File: src/rtl/shift_pkg.sv
// Shared definitions for the universal shift register: mode encodings and
// the mode type used by the data path and bench.
package shift_pkg;

   typedef logic [1:0] mode_t;

   localparam mode_t SHL = 2'b00;
   localparam mode_t SHR = 2'b01;
   localparam mode_t ROL = 2'b10;
   localparam mode_t ROR = 2'b11;

   // Right-moving modes have mode[0] set; so taps the LSB for them.
   function automatic logic is_right(input mode_t m);
      return m[0];
   endfunction

endpackage

File: src/rtl/shift_frame_cnt.sv
// Saturating count of shift edges since the last clear, with a one-cycle
// done pulse on the edge that completes a full WIDTH-bit frame.
module shift_frame_cnt #(
   parameter int WIDTH = 8
) (
   input  logic                       clk,
   input  logic                       rst,
   input  logic                       clr,
   input  logic                       inc,
   output logic [$clog2(WIDTH+1)-1:0] cnt,
   output logic                       done
);

   localparam int CW = $clog2(WIDTH + 1);
   localparam logic [CW-1:0] FULL = CW'(WIDTH);
   localparam logic [CW-1:0] LAST = CW'(WIDTH - 1);

   logic [CW-1:0] cnt_next;
   logic          done_next;

   always_comb begin
      cnt_next  = cnt;
      done_next = 1'b0;
      if (clr) begin
         cnt_next = '0;
      end else if (inc) begin
         // Saturate at FULL so done fires only once per frame.
         if (cnt != FULL) begin
            cnt_next = cnt + 1'b1;
         end
         done_next = (cnt == LAST);
      end
   end

   always_ff @(posedge clk) begin
      if (rst) begin
         cnt  <= '0;
         done <= 1'b0;
      end else begin
         cnt  <= cnt_next;
         done <= done_next;
      end
   end

endmodule

File: src/rtl/shift_reg_univ.sv
// Universal shift register: parallel load, shift/rotate in both directions,
// clock enable, and a frame counter reporting completed words.
module shift_reg_univ
   import shift_pkg::*;
#(
   parameter int               WIDTH   = 8,
   parameter logic [WIDTH-1:0] RST_VAL = '0
) (
   input  logic                       clk,
   input  logic                       rst,
   input  logic                       ld,
   input  logic [WIDTH-1:0]           d,
   input  logic                       en,
   input  logic [1:0]                 mode,
   input  logic                       sil,
   input  logic                       sir,
   output logic [WIDTH-1:0]           q,
   output logic                       so,
   output logic [$clog2(WIDTH+1)-1:0] cnt,
   output logic                       done
);

   logic [WIDTH-1:0] q_next;
   logic             shift_edge;
   mode_t            mode_sel;

   assign mode_sel   = mode_t'(mode);
   assign shift_edge = en & ~ld;

   always_comb begin
      q_next = q;
      if (ld) begin
         q_next = d;
      end else if (en) begin
         unique case (mode_sel)
            SHL:     q_next = {q[WIDTH-2:0], sil};
            SHR:     q_next = {sir, q[WIDTH-1:1]};
            ROL:     q_next = {q[WIDTH-2:0], q[WIDTH-1]};
            ROR:     q_next = {q[0], q[WIDTH-1:1]};
            default: q_next = q;
         endcase
      end
   end

   always_ff @(posedge clk) begin
      if (rst) begin
         q <= RST_VAL;
      end else begin
         q <= q_next;
      end
   end

   // so is the bit about to leave q, so instances chain so -> sil/sir.
   assign so = is_right(mode_sel) ? q[0] : q[WIDTH-1];

   shift_frame_cnt #(
      .WIDTH (WIDTH)
   ) u_frame_cnt (
      .clk  (clk),
      .rst  (rst),
      .clr  (ld),
      .inc  (shift_edge),
      .cnt  (cnt),
      .done (done)
   );

endmodule
File: config.mk
export PLATFORM = sky130hd
export DESIGN_NAME = shift_reg_univ
export DESIGN_NICKNAME = d
export VERILOG_FILES = /design/src/rtl/shift_pkg.sv /design/src/rtl/shift_frame_cnt.sv /design/src/rtl/shift_reg_univ.sv
export SDC_FILE = /design/constraint.sdc
export NUM_CORES = 1
export LEC_CHECK = 0
export CORE_UTILIZATION = 44
export DETAILED_ROUTE_END_ITERATION = 6
export GPL_TIMING_DRIVEN = 0
export MAX_ROUTING_LAYER = met4
export PLACE_DENSITY = 0.82
export SLEW_MARGIN = 20
export SYNTH_ARGS = -nofsm -noshare
export SYNTH_HDL_FRONTEND = slang
export SYNTH_SLANG_ARGS = --single-unit
File: constraint.sdc
create_clock -name clk -period 2.67 [get_ports clk]
set_clock_uncertainty 0.05 [all_clocks]
set_input_delay 0.4005 -clock clk [delete_from_list [all_inputs] [get_ports clk]]
set_output_delay 0.4005 -clock clk [all_outputs]
set_load 0.01 [all_outputs]
* Yosys cells after proc, flatten, opt, wreduce, memory -nomap -nowiden
Cells that the tools add are included.
Widths: inputs -> output; s select.
** Cells by class
- Add/subtract/negate cells :: 1
- Eq/ne operators :: 5
- Mux-type cells :: 4
- Bitwise operators :: 3
- Reductions and logical operators :: 5
** Operators with widths (count)
- $pmux 8 s4 :: 1
- $mux 8 :: 2
- $add 4x1->4 const B :: 1
- $eq 2x2->1 const B :: 2
- $eq 4x3->1 const B :: 1
- $ne 4x4->1 const B :: 1
- $reduce_or 3->1 :: 1
- $eq 2x1->1 const B :: 1
- $logic_not 2->1 :: 1
- $not 1->1 :: 2
- $reduce_and 2->1 :: 1
- $reduce_bool 2->1 :: 1
- $reduce_or 2->1 :: 1
- $and 1x1->1 :: 1
- $mux 1 :: 1
** Word-level totals
- Flip-flop bits (word level) :: 13
- Output and inout port bits :: 14

* Depth between registers and ports, before layout
Gate-level depths: netlist of the first run.
- Depth after elaboration :: 4
- Gate-level depth with buffers :: 5
- Mapped depth without buffers :: 5

* Cells and area by module
A second synthesis of the first run with hierarchy kept.
** Second synthesis, totals
- Cells, all modules :: 86
- Area total of the unflattened synthesis :: 737.0 µm²
** Modules (own cells, without submodules)
- shift_reg_univ :: times used 1, cells an instance 60, area an instance 491.7 µm², sequential area each 160.2 µm²
- shift_frame_cnt :: times used 1, cells an instance 26, area an instance 245.2 µm², sequential area each 100.1 µm²

* Worst setup path before layout of the first run
No wires, ideal clock.
- Kind :: register to register
- Start :: register u_frame_cnt.cnt[0]
- End :: register u_frame_cnt.cnt[2]
- Library setup time :: 70 ps
- Data arrival time :: 1339 ps
- Path slack :: 1211 ps
- Stages on the path, launching flop included :: 6
- Path buffers :: 0
- Period minus slack after synthesis :: 1459 ps
- Path through :: dfxtp_1 inv_1 ha_1 and3b_1 or4_1 a21oi_1
** On the way
- Cells in the longest elaborated chain, start to end :: 2
- Elaborated cells between the ends (all ways) :: 3
** RTL lines
- from (decl) :: RTL line shift_frame_cnt.sv:10 : output logic [$clog2(WIDTH+1)-1:0] cnt,
- from (signal assigned) :: RTL line shift_frame_cnt.sv:40 : cnt <= cnt_next;
- parallel branches: the longest is 2 deep, another holds $add 4x1->4
Several ways; the timed one is not identified.
A chain may end at the register's enable or synchronous reset.

* Final worst setup path of the first run
- Start :: input mode[0]
- End :: output so
** On the way
- Cells in the longest elaborated chain, start to end :: 1
** RTL lines
- from (decl) :: RTL line shift_reg_univ.sv:14 : input logic [1:0] mode,
- $mux 1 :: RTL line shift_reg_univ.sv:54 : assign so = is_right(mode_sel) ? q[0] : q[WIDTH-1];
- to (decl) :: RTL line shift_reg_univ.sv:18 : output logic so,
No other way between the ends.

==> results of run 1 <==
[critical path, stage by stage]
cell and delay (ns):
clkdlybuf4s50_1 0.49, buf_4 0.20, mux2_2 0.34, clkdlybuf4s50_1 0.47
[power by group through the flow]
stage               Combinational, W  Clock (W)  Sequential [W]
floorplan                  0.0000464          0        0.000220
global placement            0.000100          0        0.000217
detailed placement          0.000102          0        0.000218
CTS                         0.000102   0.000124        0.000213
global route                0.000112   0.000130        0.000215
finish                      0.000102   0.000123        0.000213
[worst paths after layout]
check	cells after the start	end	slack, ns
worst max-delay path	4	so	0.31
worst min-delay path	2	q[1]	0.46
worst max register to register	5	u_frame_cnt.cnt[2]	1.11
worst min register to register	2	u_frame_cnt.done	0.49
[cell usage in the layout (no fill, tap or decap), drive strengths merged, types with 2 or more instances in the layout]
cell	synthesis	layout
a211o	6	6
a21oi	11	11
a32o	2	2
buf	4	4
clkbuf	1	5
clkdlybuf4s50	0	28
dfxtp	13	13
ha	2	2
inv	4	4
mux2i	8	8
nand2	6	6
nand3	4	4
nand3b	2	2
nor2	11	11
nor2b	2	2
o21ai	4	4
[state kept, by name, indices dropped and copies added (netlist names)]
name              cells
u_frame_cnt.cnt       4
q                     8
u_frame_cnt.done      1
[final cells by class]
cell class              instances  area share
flip-flops and latches         13      0.2453
multi-input cells              66      0.4080
repair buffers                 28      0.2642
clock buffers                   4     0.02476
plain buffers                   5     0.02476
inverters                       4     0.01415
well taps                      16     0.01887
[cells by family (layout without fill, tap and decap cells)]
logic type | count (synthesis) | in the layout
AOI/OAI and AO/OA | 24 | 24
muxes | 9 | 9
buffers and inverters | 9 | 41
DFF | 13 | 13
and+or+nand+nor | 31 | 31
adders and majority gates | 2 | 2
[metal layers]
layer | vias up | share of wire
met4 | 0 | 0.017
met1 | 344 | 0.46
met5 | - | 0
met2 | 25 | 0.47
met3 | 4 | 0.051
li1 | 379 | -
[metrics by stage]
step	utilization	hold WS (ns)	worst slack, ns	instance area, µm²	power [W]
global route	0.6962	0.5034	0.2669	1061	0.0004565
global placement	0.6790	0.4638	0.3121	1035	0.0003179
floorplan	-	0.4763	1.211	734.5	0.0002663
finish	0.6962	0.4577	0.3140	1061	0.0004378
CTS	0.6962	0.4492	0.3102	1061	0.0004391
detailed placement	0.6790	0.4715	0.3186	1035	0.0003194
==> metrics.txt, run 1 <==
Clock Power Share 0.281; CP required 2.22 ns; status completed; final setup vio count 0; Fin. Hold Viols 0; met3 usage 0.03404; Clock Tree Buf Depth 2; CTS tree built; average size of a mapped cell 8.346 µm²; Overflow after GRT 0; YS warnings 0; row count 14; Yosys top cell by area dfxtp_1; chip height 42.86 µm; PostCTS Resize Cnt 0; RR Startpoint u_frame_cnt.cnt[0]; worst setup path class in2out; mux share of post-synthesis cell area 0.1244; Synth Area in Adders 0.03407; post-synthesis cell area 734.5 µm²; main combinational cell family by area after synthesis simple AND/OR/NAND/NOR gates; Area growth syn-to-layout 44.46%; number of vias per cell 5.529; sequential element share of the synthesized area 0.3543; Max H-tree Level 1; Final #Nets 139; gr usage total 0.2121; Sequential Area 260.3 µm²; Leakage 0.4186 nW; non-filler cells, final 136; vias 752; Die Wd 42.86 µm; initial antenna violation count 0; most frequent cell after synthesis dfxtp_1; CP Max Fanout 10; async set or reset register ratio after synthesis 0; RSZ-0062 raised after global routing false; Critical Path AT 1.91 ns; fin crit period 2.356 ns; Logic pwr share 0.232; diodes inserted 0; Hold WC Path Type in2reg; number of flops mapped to enable cells by yosys 0; hold path start rst; worst vdd ir 0.2961 mV; internal power 0.0003211 W; Synth Flop Type dfxtp_1; Crit. End Element primary output; multi-input logic area 432.9 µm²; max-capacitance violation count 0; synth unique cells 24; clk slew on worst S/H paths 0.08 ns; Critical path origin mode[0]; DP Wirelength 1.268 mm; Peak Freq 424.4 MHz; Synth Area in Compound Gates 0.2095; met2 Usage GRT 0.3152; initial DRC count 17; DRC 0; Switching Fraction 0.2666; Syn Inst Count 88; # Post-CTS Setup Buffers 0; CTS buffer count 3; Max Slew Vio Count 0; antenna-violating nets left 0; number of global-route vias before repair 644; Slew HR 0.7330; share of the synthesized area in the top cell type 0.3543; Worst-Margin Slew 0.4005 ns; Placed Instances 132; syn nets 106; P_sw 0.0001167 W; Setup TNS 0 ns; Layout fillers 123; share of layout cells above drive strength 1 0.07500; Die ar. 0.001837 mm²; gpl congestion 0.8477; routed len/inst 12.58 µm; critical path launch point type input pin; Post-synth top cells dfxtp_1, a21oi_1, nor2_1, mux2i_1; first-pass iteration count of the detailed router 4; worst-skew pair later-pin latency 0.27 ns; first-pass GRT wire length 2.898 mm; met1 Use GR 0.2820; Post-Synth Simple-Gate Area 0.2215; clk sinks 13; FF+latch count, synth 13; pin count of the biggest net entering global routing 11; Core Footprint 0.001524 mm²; Power Density 412.6 mW/mm²; Ports 30; CTS Hold Bufs 0; I/O Buffers 28; share of power burned in registers 0.487; root buf cell clkbuf_4; Total Wirelength 1.711 mm; Synth Area in XOR/XNOR 0; Synth area leaders dfxtp_1, mux2i_1, a21oi_1; period utilization 0.8824; Most Crowded Layer GR met2; Initial Utilization 0.4819
Note: power is estimated with default switching activity, not from simulation.
==> run 2, diff against run 1 <==
--- a/config.mk
+++ b/config.mk
@@ -8,6 +8,7 @@
 export CORE_UTILIZATION = 44
 export DETAILED_ROUTE_END_ITERATION = 6
 export GPL_TIMING_DRIVEN = 0
+export HOLD_SLACK_MARGIN = 0.05
 export MAX_ROUTING_LAYER = met4
 export PLACE_DENSITY = 0.82
 export SLEW_MARGIN = 20
==> constraint.sdc (replaced) <==
create_clock -name clk -period 2.67 [get_ports clk]
set_clock_uncertainty 0.05 [all_clocks]
set_input_delay 0.4005 -clock clk [delete_from_list [all_inputs] [get_ports clk]]
set_output_delay 0.4005 -clock clk [all_outputs]
set_load 0.02 [all_outputs]
==> results of run 2 <==
The final DEF is identical to that of run 1. Status: completed.
Main changes from that run: setup slack after placement 0.3186 ns -> 0.2590 ns; setup slack after layout 0.3140 ns -> 0.2544 ns; total power 0.0004378 W -> 0.0004459 W; worst IR drop on VDD 0.2961 mV -> 0.2964 mV
==> run 3, diff against run 2 <==
--- a/config.mk
+++ b/config.mk
@@ -10,7 +10,7 @@
 export GPL_TIMING_DRIVEN = 0
 export HOLD_SLACK_MARGIN = 0.05
 export MAX_ROUTING_LAYER = met4
-export PLACE_DENSITY = 0.82
+export PLACE_DENSITY_LB_ADDON = 0.3
 export SLEW_MARGIN = 20
 export SYNTH_ARGS = -nofsm -noshare
 export SYNTH_HDL_FRONTEND = slang
==> constraint.sdc (replaced) <==
create_clock -name clk -period 2.67 [get_ports clk]
set_clock_uncertainty 0.05 [all_clocks]
set_input_delay 0.4005 -clock clk [delete_from_list [all_inputs] [get_ports clk]]
set_output_delay 0.4005 -clock clk [all_outputs]
set_load 0.05 [all_outputs]
==> run 3 against run 2 <==
Compared with the run above:
- maximum frequency decreased by 6.5%
- die area unchanged
- critical endpoint unchanged
- non-clock buffer count unchanged
- sequential share of layout area unchanged
- clock-buffer cell count unchanged
- critical path depth unchanged
- combinational power increased by 21%
- sequential power about the same
- largest cell class unchanged
- worst setup slack got worse by 0.17 ns
- utilization unchanged
- largest power group unchanged
- final area unchanged
- flip-flop and latch count unchanged
- critical path type unchanged
==> metrics.txt, run 3 (synthesis results as in run 1) <==
Layout fillers 138 (was 123); Die Wd 42.86 µm (unchanged); number of global-route vias before repair 721 (was 644); gpl congestion 0.7615 (was 0.8477); Power Density 442.5 mW/mm² (was 420.2 mW/mm²); CTS buffer count 3 (unchanged); DP Wirelength 1.284 mm (was 1.268 mm); Final #Nets 139 (unchanged); chip height 42.86 µm (unchanged); Peak Freq 387.0 MHz (was 414.0 MHz); Initial Utilization 0.4819 (unchanged); Core Footprint 0.001524 mm² (unchanged); Total Wirelength 1.732 mm (was 1.711 mm); CP Max Fanout 10 (unchanged); Util after Layout 0.6962 (unchanged); share of layout cells above drive strength 1 0.07500 (unchanged); largest register by flop count q (unchanged); DRC 0 (unchanged); vias 750 (was 752); root buf cell clkbuf_4 (unchanged); Fin. Hold Viols 0 (unchanged); r2r worst-path depth 5 (unchanged); final setup vio count 0 (unchanged); # Post-CTS Setup Buffers 0 (unchanged); diodes inserted 0 (unchanged); pin count of the biggest net entering global routing 11 (unchanged); Overflow after GRT 0 (unchanged); max incr delay on CP 0.70 ns (was 0.53 ns); clk sinks 13 (unchanged); worst-skew pair later-pin latency 0.27 ns (about the same); fin crit period 2.584 ns (was 2.416 ns); max-capacitance violation count 0 (unchanged); worst vdd ir 0.2555 mV (was 0.2964 mV); I/O Buffers 28 (unchanged); routed len/inst 12.74 µm (was 12.58 µm); CTS Hold Bufs 0 (unchanged); Critical Path AT 2.13 ns (was 1.97 ns); initial antenna violation count 0 (unchanged); area of placed instances 0.001035 mm² (unchanged); period utilization 0.9677 (was 0.9047); antenna-violating nets left 0 (unchanged); commonest non-fill, non-tap cell in the layout clkdlybuf4s50_1 (unchanged); Die ar. 0.001837 mm² (unchanged); status completed (unchanged); Ports 30 (unchanged); flip-flop count of the largest register after layout 8 (unchanged); row count 14 (unchanged); critical path's slowest cell clkdlybuf4s50_1 (unchanged); Clock Tree Buf Depth 2 (unchanged); CP dominant cell by count clkdlybuf4s50_1 (unchanged); number of vias per cell 5.515 (was 5.529); commonest non-fill, non-tap cells in the layout clkdlybuf4s50_1, dfxtp_1, a21oi_1, nor2_1, mux2i_1 (unchanged); first-pass iteration count of the detailed router 4 (unchanged); CTS tree built (unchanged); initial DRC count 9 (was 17); RSZ-0062 raised after global routing false (unchanged); Worst-Margin Slew 0.5028 ns (was 0.4005 ns); gr usage total 0.2265 (was 0.2121); Regs by FF count q: 8 flops, u_frame_cnt.cnt: 4 flops, u_frame_cnt.done: 1 flops (unchanged); non-filler cells, final 136 (unchanged); Crit. End Element primary output (unchanged); Setup TNS 0 ns (unchanged); Leakage 0.4186 nW (unchanged); clk slew on worst S/H paths 0.08 ns (about the same); Hold WC Path Type in2reg (unchanged); CP Cell Sequence clkdlybuf4s50_1 -> buf_4 -> mux2_2 -> clkdlybuf4s50_1 (unchanged); Slew HR 0.6638 (was 0.7330); Max H-tree Level 1 (unchanged); Max Slew Vio Count 0 (unchanged); Tot Pwr 0.0004695 W (was 0.0004459 W); PostCTS Resize Cnt 0 (unchanged); Placed Instances 132 (unchanged); fin area 0.001061 mm² (unchanged); first-pass GRT wire length 3.084 mm (was 2.898 mm); worst setup path class in2out (unchanged); Area growth syn-to-layout 44.46% (unchanged); hold path depth 2 (unchanged); CP required 2.22 ns (about the same); critical path launch point type input pin (unchanged)
run 3: cell counts in the layout (fill, tap and decap cells not counted):
No cell type changed its count.
run 3: worst paths after layout:
| kind | end | slack (ns) | start |
|---|---|---|---|
| hold / removal | q[3] | 0.44 | rst |
| setup reg to reg | u_frame_cnt.cnt[2] | 1.15 | u_frame_cnt.cnt[0] |
| setup / recovery | so | 0.09 | mode[0] |
| hold reg to reg | u_frame_cnt.cnt[1] | 0.49 | u_frame_cnt.cnt[1] |
run 3: cell type report:
cell class / count / area (µm²) / share of cell area
multi-input cells: 66 / 432.9 / 0.4080
repair buffers: 28 / 280.3 / 0.2642
flip-flops and latches: 13 / 260.3 / 0.2453
clock buffers: 4 / 26.28 / 0.02476
plain buffers: 5 / 26.28 / 0.02476
well taps: 16 / 20.02 / 0.01887
inverters: 4 / 15.01 / 0.01415
run 3: power by group:
group	leakage (nW)	switching (W)	internal (W)
sequential	0.107	0.0000100	0.000203
clock	0.0150	0.0000651	0.0000579
combinational	0.297	0.0000734	0.0000601
total	0.419	0.000149	0.000321
run 3: stage by stage:
step	worst slack, ns	hold WS [ns]
3_5_place_dp	0.09374	0.4744
3_3_place_gp	0.09253	0.4564
5_1_grt	0.02187	0.4697
4_1_cts	0.07909	0.4557
6_report	0.08626	0.4442
2_1_floorplan	0.8932	0.4763
run 3: metal layers:
metal | GRT usage | vias to the layer above | part of all wire
met1 | 0.2950 | 346 | 0.46
li1 | - | 377 | -
met3 | 0.06383 | 2 | 0.057
met5 | - | - | 0
met4 | 0.08750 | 0 | 0.0058
met2 | 0.3303 | 25 | 0.47
run 3: critical path, delay by kind of cell:
| kind | cells | cell delay (ns) |
|---|---|---|
| muxes | 1 | 0.34 |
| buffers and inverters | 3 | 1.39 |
